File: config.mk
export PLATFORM = sky130hd
export DESIGN_NAME = fp_divider
export DESIGN_NICKNAME = d
export VERILOG_FILES = /design/src/rtl/fp_divider_pkg.sv /design/src/rtl/fp_divider_mant_div_iter.sv /design/src/rtl/fp_divider.sv
export SDC_FILE = /design/constraint.sdc
export NUM_CORES = 1
export LEC_CHECK = 0
export CORE_MARGIN = 3
export CORE_UTILIZATION = 45
export DETAILED_ROUTE_END_ITERATION = 10
export DONT_BUFFER_PORTS = 1
export GPL_ROUTABILITY_DRIVEN = 0
export SLEW_MARGIN = 20
export SYNTH_ARGS = -nofsm -noshare
export SYNTH_HDL_FRONTEND = slang
export SYNTH_HIERARCHICAL = 1
export SYNTH_SLANG_ARGS = --single-unit
File: constraint.sdc
create_clock -name clk -period 6.7 [get_ports clk]
set_clock_uncertainty 0.2 [all_clocks]
set_input_delay 1.005 -clock clk [delete_from_list [all_inputs] [get_ports clk]]
set_output_delay 1.005 -clock clk [all_outputs]
set_load 0.1 [all_outputs]
File: src/rtl/fp_divider_pkg.sv
// Shared definitions for the single-precision FP divider.
// Field widths default to IEEE-754 binary32; FSM encodings live here too.
package fp_divider_pkg;

    localparam int FP_EXP_W = 8;
    localparam int FP_MAN_W = 23;

    localparam logic [1:0] ST_IDLE = 2'd0;
    localparam logic [1:0] ST_DIV  = 2'd1;
    localparam logic [1:0] ST_NORM = 2'd2;

    typedef struct packed {
        logic nan;
        logic inf;
        logic zero;
    } fp_class_t;

endpackage

File: src/rtl/fp_divider_mant_div_iter.sv
// Restoring mantissa divider: one quotient bit per cycle, MSB first.
// Free-runs after load until QBITS bits are produced, then holds q.
module mant_div_iter #(
    parameter int MW    = 24,
    parameter int QBITS = 26,
    parameter int CW    = $clog2(QBITS + 1)
) (
    input  logic             clk,
    input  logic             rst,
    input  logic             load,
    input  logic [MW-1:0]    dividend,
    input  logic [MW-1:0]    divisor,
    output logic [QBITS-1:0] q,
    output logic             rem_nz,
    output logic [CW-1:0]    cnt
);

    logic [MW:0]   rem;
    logic [MW-1:0] dvs;
    logic [MW+1:0] trial;
    logic          ge;
    logic [MW-1:0] kept;

    always_comb begin
        trial = {1'b0, rem} - {2'b00, dvs};
        ge    = ~trial[MW+1];
        kept  = ge ? trial[MW-1:0] : rem[MW-1:0];
    end

    assign rem_nz = |rem;

    always_ff @(posedge clk) begin
        if (rst) begin
            rem <= '0;
            dvs <= '0;
            q   <= '0;
            cnt <= CW'(QBITS);
        end else if (load) begin
            rem <= {1'b0, dividend};
            dvs <= divisor;
            q   <= '0;
            cnt <= '0;
        end else if (cnt != CW'(QBITS)) begin
            q   <= {q[QBITS-2:0], ge};
            rem <= {kept, 1'b0};
            cnt <= cnt + 1'b1;
        end
    end

endmodule

File: src/rtl/fp_divider.sv
// Sequential IEEE-754 single-precision divider with start/busy/done handshake.
// Define FPD_ROUND_EN for round-to-nearest-even; default truncates.
module fp_divider
    import fp_divider_pkg::*;
#(
    parameter int EXP_W = FP_EXP_W,
    parameter int MAN_W = FP_MAN_W
) (
    input  logic                   clk,
    input  logic                   rst,
    input  logic                   start,
    input  logic [EXP_W+MAN_W:0]   a,
    input  logic [EXP_W+MAN_W:0]   b,
    output logic                   busy,
    output logic                   done,
    output logic [EXP_W+MAN_W:0]   result,
    output logic                   div_by_zero
);

    localparam int W     = EXP_W + MAN_W + 1;
    localparam int MW    = MAN_W + 1;
    localparam int QBITS = MAN_W + 3;
    localparam int EW    = EXP_W + 2;
    localparam int CW    = $clog2(QBITS + 1);

    localparam logic [EW-1:0]        BIAS   = EW'((1 << (EXP_W - 1)) - 1);
    localparam logic signed [EW-1:0] EMAX_S = EW'((1 << EXP_W) - 1);
    localparam logic signed [EW-1:0] ZERO_S = '0;
    localparam logic signed [EW-1:0] ONE_S  = EW'(1);
    localparam logic [EXP_W-1:0]     E_ONES = '1;
    localparam logic [W-2:0]         INF_M  = {E_ONES, {MAN_W{1'b0}}};
    localparam logic [W-1:0]         QNAN   =
        {1'b0, E_ONES, 1'b1, {(MAN_W-1){1'b0}}};

`ifdef FPD_ROUND_EN
    localparam bit RNE = 1'b1;
`else
    localparam bit RNE = 1'b0;
`endif

    logic [1:0]             state;
    logic                   sign_r;
    logic signed [EW-1:0]   exp_r;

    logic [EXP_W-1:0] a_exp, b_exp;
    logic [MAN_W-1:0] a_man, b_man;
    logic             s;
    fp_class_t        ca, cb;

    logic             spec_hit, spec_dbz;
    logic [W-1:0]     spec_res;

    logic             load;
    logic [QBITS-1:0] q;
    logic             rem_nz;
    logic [CW-1:0]    cnt;

    logic [MAN_W-1:0]     man_n, man_f;
    logic [MAN_W:0]       man_inc;
    logic                 guard, sticky, round_up;
    logic signed [EW-1:0] exp_n, exp_f;
    logic [W-1:0]         norm_res;

    always_comb begin
        a_exp   = a[W-2:MAN_W];
        b_exp   = b[W-2:MAN_W];
        a_man   = a[MAN_W-1:0];
        b_man   = b[MAN_W-1:0];
        s       = a[W-1] ^ b[W-1];
        ca.nan  = (&a_exp) & (|a_man);
        ca.inf  = (&a_exp) & ~(|a_man);
        ca.zero = ~(|a_exp) & ~(|a_man);
        cb.nan  = (&b_exp) & (|b_man);
        cb.inf  = (&b_exp) & ~(|b_man);
        cb.zero = ~(|b_exp) & ~(|b_man);
    end

    // Priority order matters: NaN-producing cases win over inf and zero.
    always_comb begin
        spec_hit = 1'b1;
        spec_dbz = 1'b0;
        spec_res = '0;
        if (ca.nan | cb.nan | (ca.zero & cb.zero) | (ca.inf & cb.inf)) begin
            spec_res = QNAN;
        end else if (ca.inf) begin
            spec_res = {s, INF_M};
        end else if (cb.zero) begin
            spec_res = {s, INF_M};
            spec_dbz = 1'b1;
        end else if (ca.zero | cb.inf) begin
            spec_res = {s, {(W-1){1'b0}}};
        end else begin
            spec_hit = 1'b0;
        end
    end

    assign load = (state == ST_IDLE) & start & ~spec_hit;

    mant_div_iter #(
        .MW    (MW),
        .QBITS (QBITS),
        .CW    (CW)
    ) u_div (
        .clk      (clk),
        .rst      (rst),
        .load     (load),
        .dividend ({|a_exp, a_man}),
        .divisor  ({|b_exp, b_man}),
        .q        (q),
        .rem_nz   (rem_nz),
        .cnt      (cnt)
    );

    // Quotient lies in (0.5, 2): at most one left shift to normalise.
    always_comb begin
        man_n  = '0;
        guard  = 1'b0;
        sticky = 1'b0;
        exp_n  = exp_r;
        if (q[QBITS-1]) begin
            man_n  = q[QBITS-2:2];
            guard  = q[1];
            sticky = q[0] | rem_nz;
            exp_n  = exp_r;
        end else begin
            man_n  = q[QBITS-3:1];
            guard  = q[0];
            sticky = rem_nz;
            exp_n  = exp_r - ONE_S;
        end
        round_up = RNE & guard & (sticky | man_n[0]);
        man_inc  = {1'b0, man_n} + {{MAN_W{1'b0}}, round_up};
        man_f    = man_inc[MAN_W-1:0];
        exp_f    = exp_n + {{(EW-1){1'b0}}, man_inc[MAN_W]};
        if (exp_f >= EMAX_S) begin
            norm_res = {sign_r, INF_M};
        end else if (exp_f <= ZERO_S) begin
            norm_res = {sign_r, {(W-1){1'b0}}};
        end else begin
            norm_res = {sign_r, exp_f[EXP_W-1:0], man_f};
        end
    end

    always_ff @(posedge clk) begin
        if (rst) begin
            state       <= ST_IDLE;
            busy        <= 1'b0;
            done        <= 1'b0;
            result      <= '0;
            div_by_zero <= 1'b0;
            sign_r      <= 1'b0;
            exp_r       <= '0;
        end else begin
            done <= 1'b0;
            case (state)
                ST_IDLE: begin
                    if (start) begin
                        sign_r <= s;
                        exp_r  <= {2'b00, a_exp} - {2'b00, b_exp} + BIAS;
                        if (spec_hit) begin
                            done        <= 1'b1;
                            result      <= spec_res;
                            div_by_zero <= spec_dbz;
                        end else begin
                            state <= ST_DIV;
                            busy  <= 1'b1;
                        end
                    end
                end
                ST_DIV: begin
                    if (cnt == CW'(QBITS - 1)) state <= ST_NORM;
                end
                ST_NORM: begin
                    state       <= ST_IDLE;
                    busy        <= 1'b0;
                    done        <= 1'b1;
                    result      <= norm_res;
                    div_by_zero <= 1'b0;
                end
                default: state <= ST_IDLE;
            endcase
        end
    end

endmodule

==> impl_metrics.py, run 1 <==
metrics = {
    "logic_synthesis": {
        "synthCells": 958,
        "synth_area_um2": 7850,
        "synth_fp_nets": 1063,
        "avgSynthCellArea_um2": 8.20,
        "ys_warn_count": 6,
    },
    "sta": {
        "maxSlewHeadroom_pct": 23.6,
        "timing.final.hold_violations": 0,
        "setup_viol_count_final": 0,
        "fin_crit_ns": 4.40,
        "period_share_pct": 65.7,
        "rsz0062_at_grt": "false",
        "whs_ns": 0.264,
        "maxSlewViolCount": 0,
        "fmax_mhz": 227,
        "tns_ns": 0,
        "worst_pin_slew_ns": 1.14,
        "setup_slack_ns": 2.30,
    },
    "pwr": {
        "vdd_drop_max_uv": 219,
        "pwr_density_cell_nw_per_um2": 389,
        "p_leak_nw": 3.08,
    },
    "cts": {
        "cts_setup_buffers": 0,
        "cts_num_sinks": 128,
        "cts-buffers-inserted": 17,
        "clock_latency_ns": 0.42,
        "clk_root_buffer_cell": "clkbuf_16",
        "htreeDepth": 4,
        "cts.reportedPaths.clkPinSlew_ns": 0.06,
        "cts_tree": "built",
        "post_cts_resized": 0,
        "ctsHoldBuffers": 0,
        "clockBufferDepth": 2,
    },
    "place": {
        "post-place-ws_ns": 1.99,
        "dp_hpwl_um": 14700,
        "io_buffers": 0,
        "placed_cell_area_um2": 7930,
    },
    "global_routing": {
        "grt_antenna_before_repair": 0,
        "grt_pass1_vias": 6404,
        "met3_usage_pct": 6.46,
        "grt-ovfl-total": 0,
        "grt-busiest-layer": "met2",
        "grt_use_met1_pct": 30.2,
        "grt_usage_pct": 21.4,
        "grt_use_met2_pct": 31.7,
        "grt_max_degree": 69,
        "grt_pass1_wl_um": 33900,
    },
    "cells_and_area": {
        "fin_util_pct": 50.7,
        "final_area_um2": 8530,
        "diodes": 0,
        "area_growth_pct": 8.57,
        "layout-drive-gt1-share_pct": 7.64,
        "final_nets": 1034,
    },
    "hold_path": {
        "min_path_type": "reg -> reg",
    },
    "routing": {
        "wire_per_inst_um": 17.8,
        "drtAntennaViolNets": 0,
        "dr.pass1.iters": 5,
        "vias": 6817,
        "drtIter0Drc": 526,
        "avgViaCountPerCell": 5.87,
        "wl_um": 20700,
        "route.detailed.drc": 0,
    },
    "worst_setup_path": {
        "cp-start-kind": "input pin",
        "cp_cell_sequence": "nor4_1 > nand4_1 > o31ai_2 > nor3_1 > nand2_1 > inv_2 > or2_2 > nor2_1 > nand2_1 > o221ai_1",
        "cpMostUsedCell": "nand2_1",
        "path_class": "in -> reg",
        "critPathArrivalTime_ns": 4.53,
        "path_max_fanout": 29,
        "endpoint_kind": "flop",
        "worstPathRequired_ns": 6.83,
        "cpPeakStageDelay_ns": 0.68,
        "crit_slowest_cell": "nor4_1",
    },
    "die": {
        "die_x_um": 138,
        "rows": 47,
        "core_um2": 16800,
        "io_pins": 102,
        "die_area_um2": 19100,
        "initial_utilization_pct": 46.7,
        "die_h_um": 138,
    },
    "job": {
        "cap_violations": 0,
    },
    "run_status": {
        "status": "finished clean",
    },
}
-- where the power goes --
group          internal (mW)  switching [mW]  leakage [nW]
logic                  0.579           0.863          1.75
registers              0.845          0.0929          1.05
clock network          0.566           0.372         0.282
-- critical path: cells and delay by family --
family                 cells  cell delay [ns]
AO/OA/AOI/OAI              2             0.61
buffers and inverters      1             0.23
AND/OR/NAND/NOR            7             2.68
-- flip-flops by register name (all words and copies together), names as in the netlist --
register	flops
state	2
result	32
u_div/q	26
u_div/dvs	24
sign_r	1
done	1
u_div/rem	25
busy	1
u_div/cnt	5
exp_r	10
div_by_zero	1
-- through the flow --
step	instances	total power [mW]
6_report	1162	3.32
4_1_cts	1162	3.31
3_3_place_gp	1129	2.34
2_1_floorplan	958	2.08
5_1_grt	1162	3.55
3_5_place_dp	1130	2.36
-- metal layers --
layer / share of wire [%] / wire length (um)
met5: 0 / 0
met4: 1.5 / 314
met3: 6.7 / 1390
met2: 43 / 8950
met1: 48 / 10000
-- path summary, 6_finish.rpt --
path	slack [ns]	cells past startpoint	end	start
worst max-delay path	2.30	10	u_div/rem[20]$_SDFFE_PP0P_	b[10]
worst min-delay path	0.26	2	u_div/q[1]$_SDFFE_PP0N_	u_div/q[0]$_SDFFE_PP0N_
worst max register to register	3.21	10	u_div/rem[20]$_SDFFE_PP0P_	u_div/dvs[1]$_SDFFE_PP0P_
worst min register to register	0.26	2	u_div/q[1]$_SDFFE_PP0N_	u_div/q[0]$_SDFFE_PP0N_
-- layout make-up --
class,count,area [um2]
Tap cell,220,275
Clock inverter,13,153
Sequential cell,128,2560
Multi-Input combinational cell,731,4880
Clock buffer,19,443
Inverter,47,176
Timing Repair Buffer,4,37.5
Fill cell,1660,8290
-- cells in the final DEF (no fill, tap or decap), drive strengths merged, types with 7 or more instances in the layout --
cell,n
a21oi,62
xor2,15
o21ai,58
nand3,28
nand2b,12
inv,53
nor3,23
o31ai,10
a31oi,12
o21bai,8
nor2b,7
nand4b,7
nand3b,8
nand2,98
ha,36
nand4,11
dfxtp,128
xnor2,17
mux2i,53
nor4,18
a21o,7
clkbuf,19
nor2,96
a211oi,23
o21a,9
o2bb2ai,22
or3,10
Note: power is estimated with default switching activity, not from simulation.
==> run 2, diff against run 1 <==
==> constraint.sdc (replaced) <==
create_clock -name clk -period 3.6 [get_ports clk]
set_clock_uncertainty 0.2 [all_clocks]
set_input_delay 0.54 -clock clk [delete_from_list [all_inputs] [get_ports clk]]
set_output_delay 0.54 -clock clk [all_outputs]
set_load 0.1 [all_outputs]
==> run 2 against run 1 <==
Compared with the run above: total power grew 94%; global-route usage grew 0.88 points; register-to-register slack lost 2.6 ns; first-iteration DRC count grew 10%; final cell count grew 1.4%; non-clock buffer count grew 19; design area grew 2.4%; via count grew 2.1%; count of clock-buffer cells in the layout is the same; largest power group unchanged.
==> impl_metrics.py, run 2 (synthesis results as in run 1) <==
metrics = {
    "run_status": {
        "status": "finished clean",
    },
    "worst_setup_path": {
        "cp-start-kind": "flop",
        "crit_slowest_cell": "nand3b_2",
        "path_class": "reg -> reg",
        "cpPeakStageDelay_ns": 0.57,
        "worstPathRequired_ns": 3.74,
        "critPathArrivalTime_ns": 3.13,
        "endpoint_kind": "flop",
        "cp_cell_sequence": "inv_1 > ha_1 > nor3b_2 > nand2_1 > xor2_1 > a41o_1 > nand3b_2 > o2bb2ai_1",
        "path_max_fanout": 22,
    },
    "place": {
        "placed_cell_area_um2": 8050,
        "dp_hpwl_um": 15000,
        "io_buffers": 0,
        "dpl.cell_count": 1147,
        "post-place-ws_ns": 0.297,
    },
    "routing": {
        "avgViaCountPerCell": 5.91,
        "wire_per_inst_um": 18.3,
        "dr.pass1.iters": 5,
        "route.detailed.drc": 0,
        "vias": 6961,
        "drtAntennaViolNets": 0,
        "wl_um": 21600,
        "drtIter0Drc": 580,
    },
    "pwr": {
        "p_leak_nw": 3.21,
        "intPower_mw": 3.99,
        "power.share.clock_pct": 30.2,
        "swShare_pct": 38.0,
        "seq_power_share_pct": 27.2,
        "finalPower_mw": 6.43,
        "vdd_drop_max_uv": 416,
        "pwr_density_cell_nw_per_um2": 736,
        "pwr-share-comb_pct": 42.6,
        "p_sw_mw": 2.44,
    },
    "cells_and_area": {
        "top_register": "result",
        "diodes": 0,
        "final_nets": 1053,
        "largest_register_ffs": 32,
        "fin_util_pct": 51.9,
        "final_area_um2": 8730,
        "area_growth_pct": 11.2,
        "layout-drive-gt1-share_pct": 9.08,
        "largestRegisters": "result: 32 flops, u_div/q: 26 flops, u_div/rem: 25 flops",
        "stdcell_count": 1178,
        "layout_commonest_cell": "dfxtp_1",
        "most-common-layout-cells": "dfxtp_1 (127), nand2_1 (98), nor2_1 (94)",
    },
    "sta": {
        "whs_ns": 0.0253,
        "worst_pin_slew_ns": 1.15,
        "fin_crit_ns": 2.99,
        "tns_ns": 0,
        "timing.final.hold_violations": 0,
        "period_share_pct": 83.0,
        "setup_slack_ns": 0.611,
        "fmax_mhz": 335,
        "rsz0062_at_grt": "false",
        "setup_viol_count_final": 0,
        "maxSlewHeadroom_pct": 23.1,
        "maxSlewViolCount": 0,
    },
    "die": {
        "rows": 47,
        "io_pins": 102,
        "core_um2": 16800,
        "die_x_um": 138,
        "die_area_um2": 19100,
        "die_h_um": 138,
        "initial_utilization_pct": 46.7,
    },
    "global_routing": {
        "grt_antenna_before_repair": 0,
        "grt_pass1_wl_um": 35400,
        "grt-ovfl-total": 0,
        "grt_pass1_vias": 6539,
        "grt_max_degree": 42,
        "grt_usage_pct": 22.3,
    },
    "cts": {
        "cts_tree": "built",
        "htreeDepth": 4,
        "cts_setup_buffers": 0,
        "clock_latency_ns": 0.43,
        "clk_root_buffer_cell": "clkbuf_16",
        "clockBufferDepth": 2,
        "cts-buffers-inserted": 17,
        "cts.reportedPaths.clkPinSlew_ns": 0.06,
        "cts_num_sinks": 128,
    },
    "hold_path": {
        "min_path_type": "in -> reg",
    },
    "job": {
        "cap_violations": 0,
    },
}
==> run 2: critical path, delay by kind of cell (launching register included) <==
| kind | cells | cell delay [ns] |
|---|---|---|
| xor gates and xnor gates | 1 | 0.17 |
| adders and majority gates | 1 | 0.28 |
| and+or+nand+nor | 3 | 1.16 |
| AOI/OAI and AO/OA | 2 | 0.60 |
| DFF | 1 | 0.42 |
| buffers and inverters | 1 | 0.10 |
==> run 2: final cells by class <==
| cell class | instances | area, um2 |
|---|---|---|
| Timing Repair Buffer | 23 | 188 |
| Clock buffer | 19 | 443 |
| Fill cell | 1641 | 8090 |
| Multi-Input combinational cell | 731 | 4880 |
| Clock inverter | 10 | 211 |
| Tap cell | 220 | 275 |
| Inverter | 47 | 176 |
| Sequential cell | 128 | 2560 |
==> run 2: what timing repair did <==
| action | in CTS | in global routing |
|---|---|---|
| hold buffers | 2 | 0 |
| gates resized for setup | 0 | 0 |
| endpoints found under the hold margin | 27 | 0 |
==> run 2: power by group through the flow <==
stage               Sequential (mW)  Clock [mW]  Combinational, mW
floorplan                      1.71           0               2.15
global placement               1.78           0               2.65
detailed placement             1.77           0               2.65
CTS                            1.74        1.98               2.69
global route                   1.77        2.03               3.03
finish                         1.75        1.94               2.74
==> run 2: routing by layer <==
metal / routed length [um] / vias to the layer above / share of wire, % / GRT usage, %
met5: 0 / - / 0 / 0
met4: 275 / 0 / 1.3 / 5.20
met3: 1330 / 24 / 6.1 / 5.90
met2: 9400 / 211 / 44 / 33.6
met1: 10600 / 3258 / 49 / 32.0
li1: - / 3468 / - / -
==> run 2: worst paths after layout <==
check                               start                        end  slack, ns  cells past startpoint
setup reg to reg    exp_r[0]$_SDFFE_PP0P_    result[21]$_SDFFE_PP0P_       0.61                      8
hold / removal                       a[8]  u_div/rem[8]$_SDFFE_PP0P_       0.03                      2
setup / recovery    exp_r[0]$_SDFFE_PP0P_    result[21]$_SDFFE_PP0P_       0.61                      8
hold reg to reg   u_div/q[0]$_SDFFE_PP0N_    u_div/q[1]$_SDFFE_PP0N_       0.27                      2
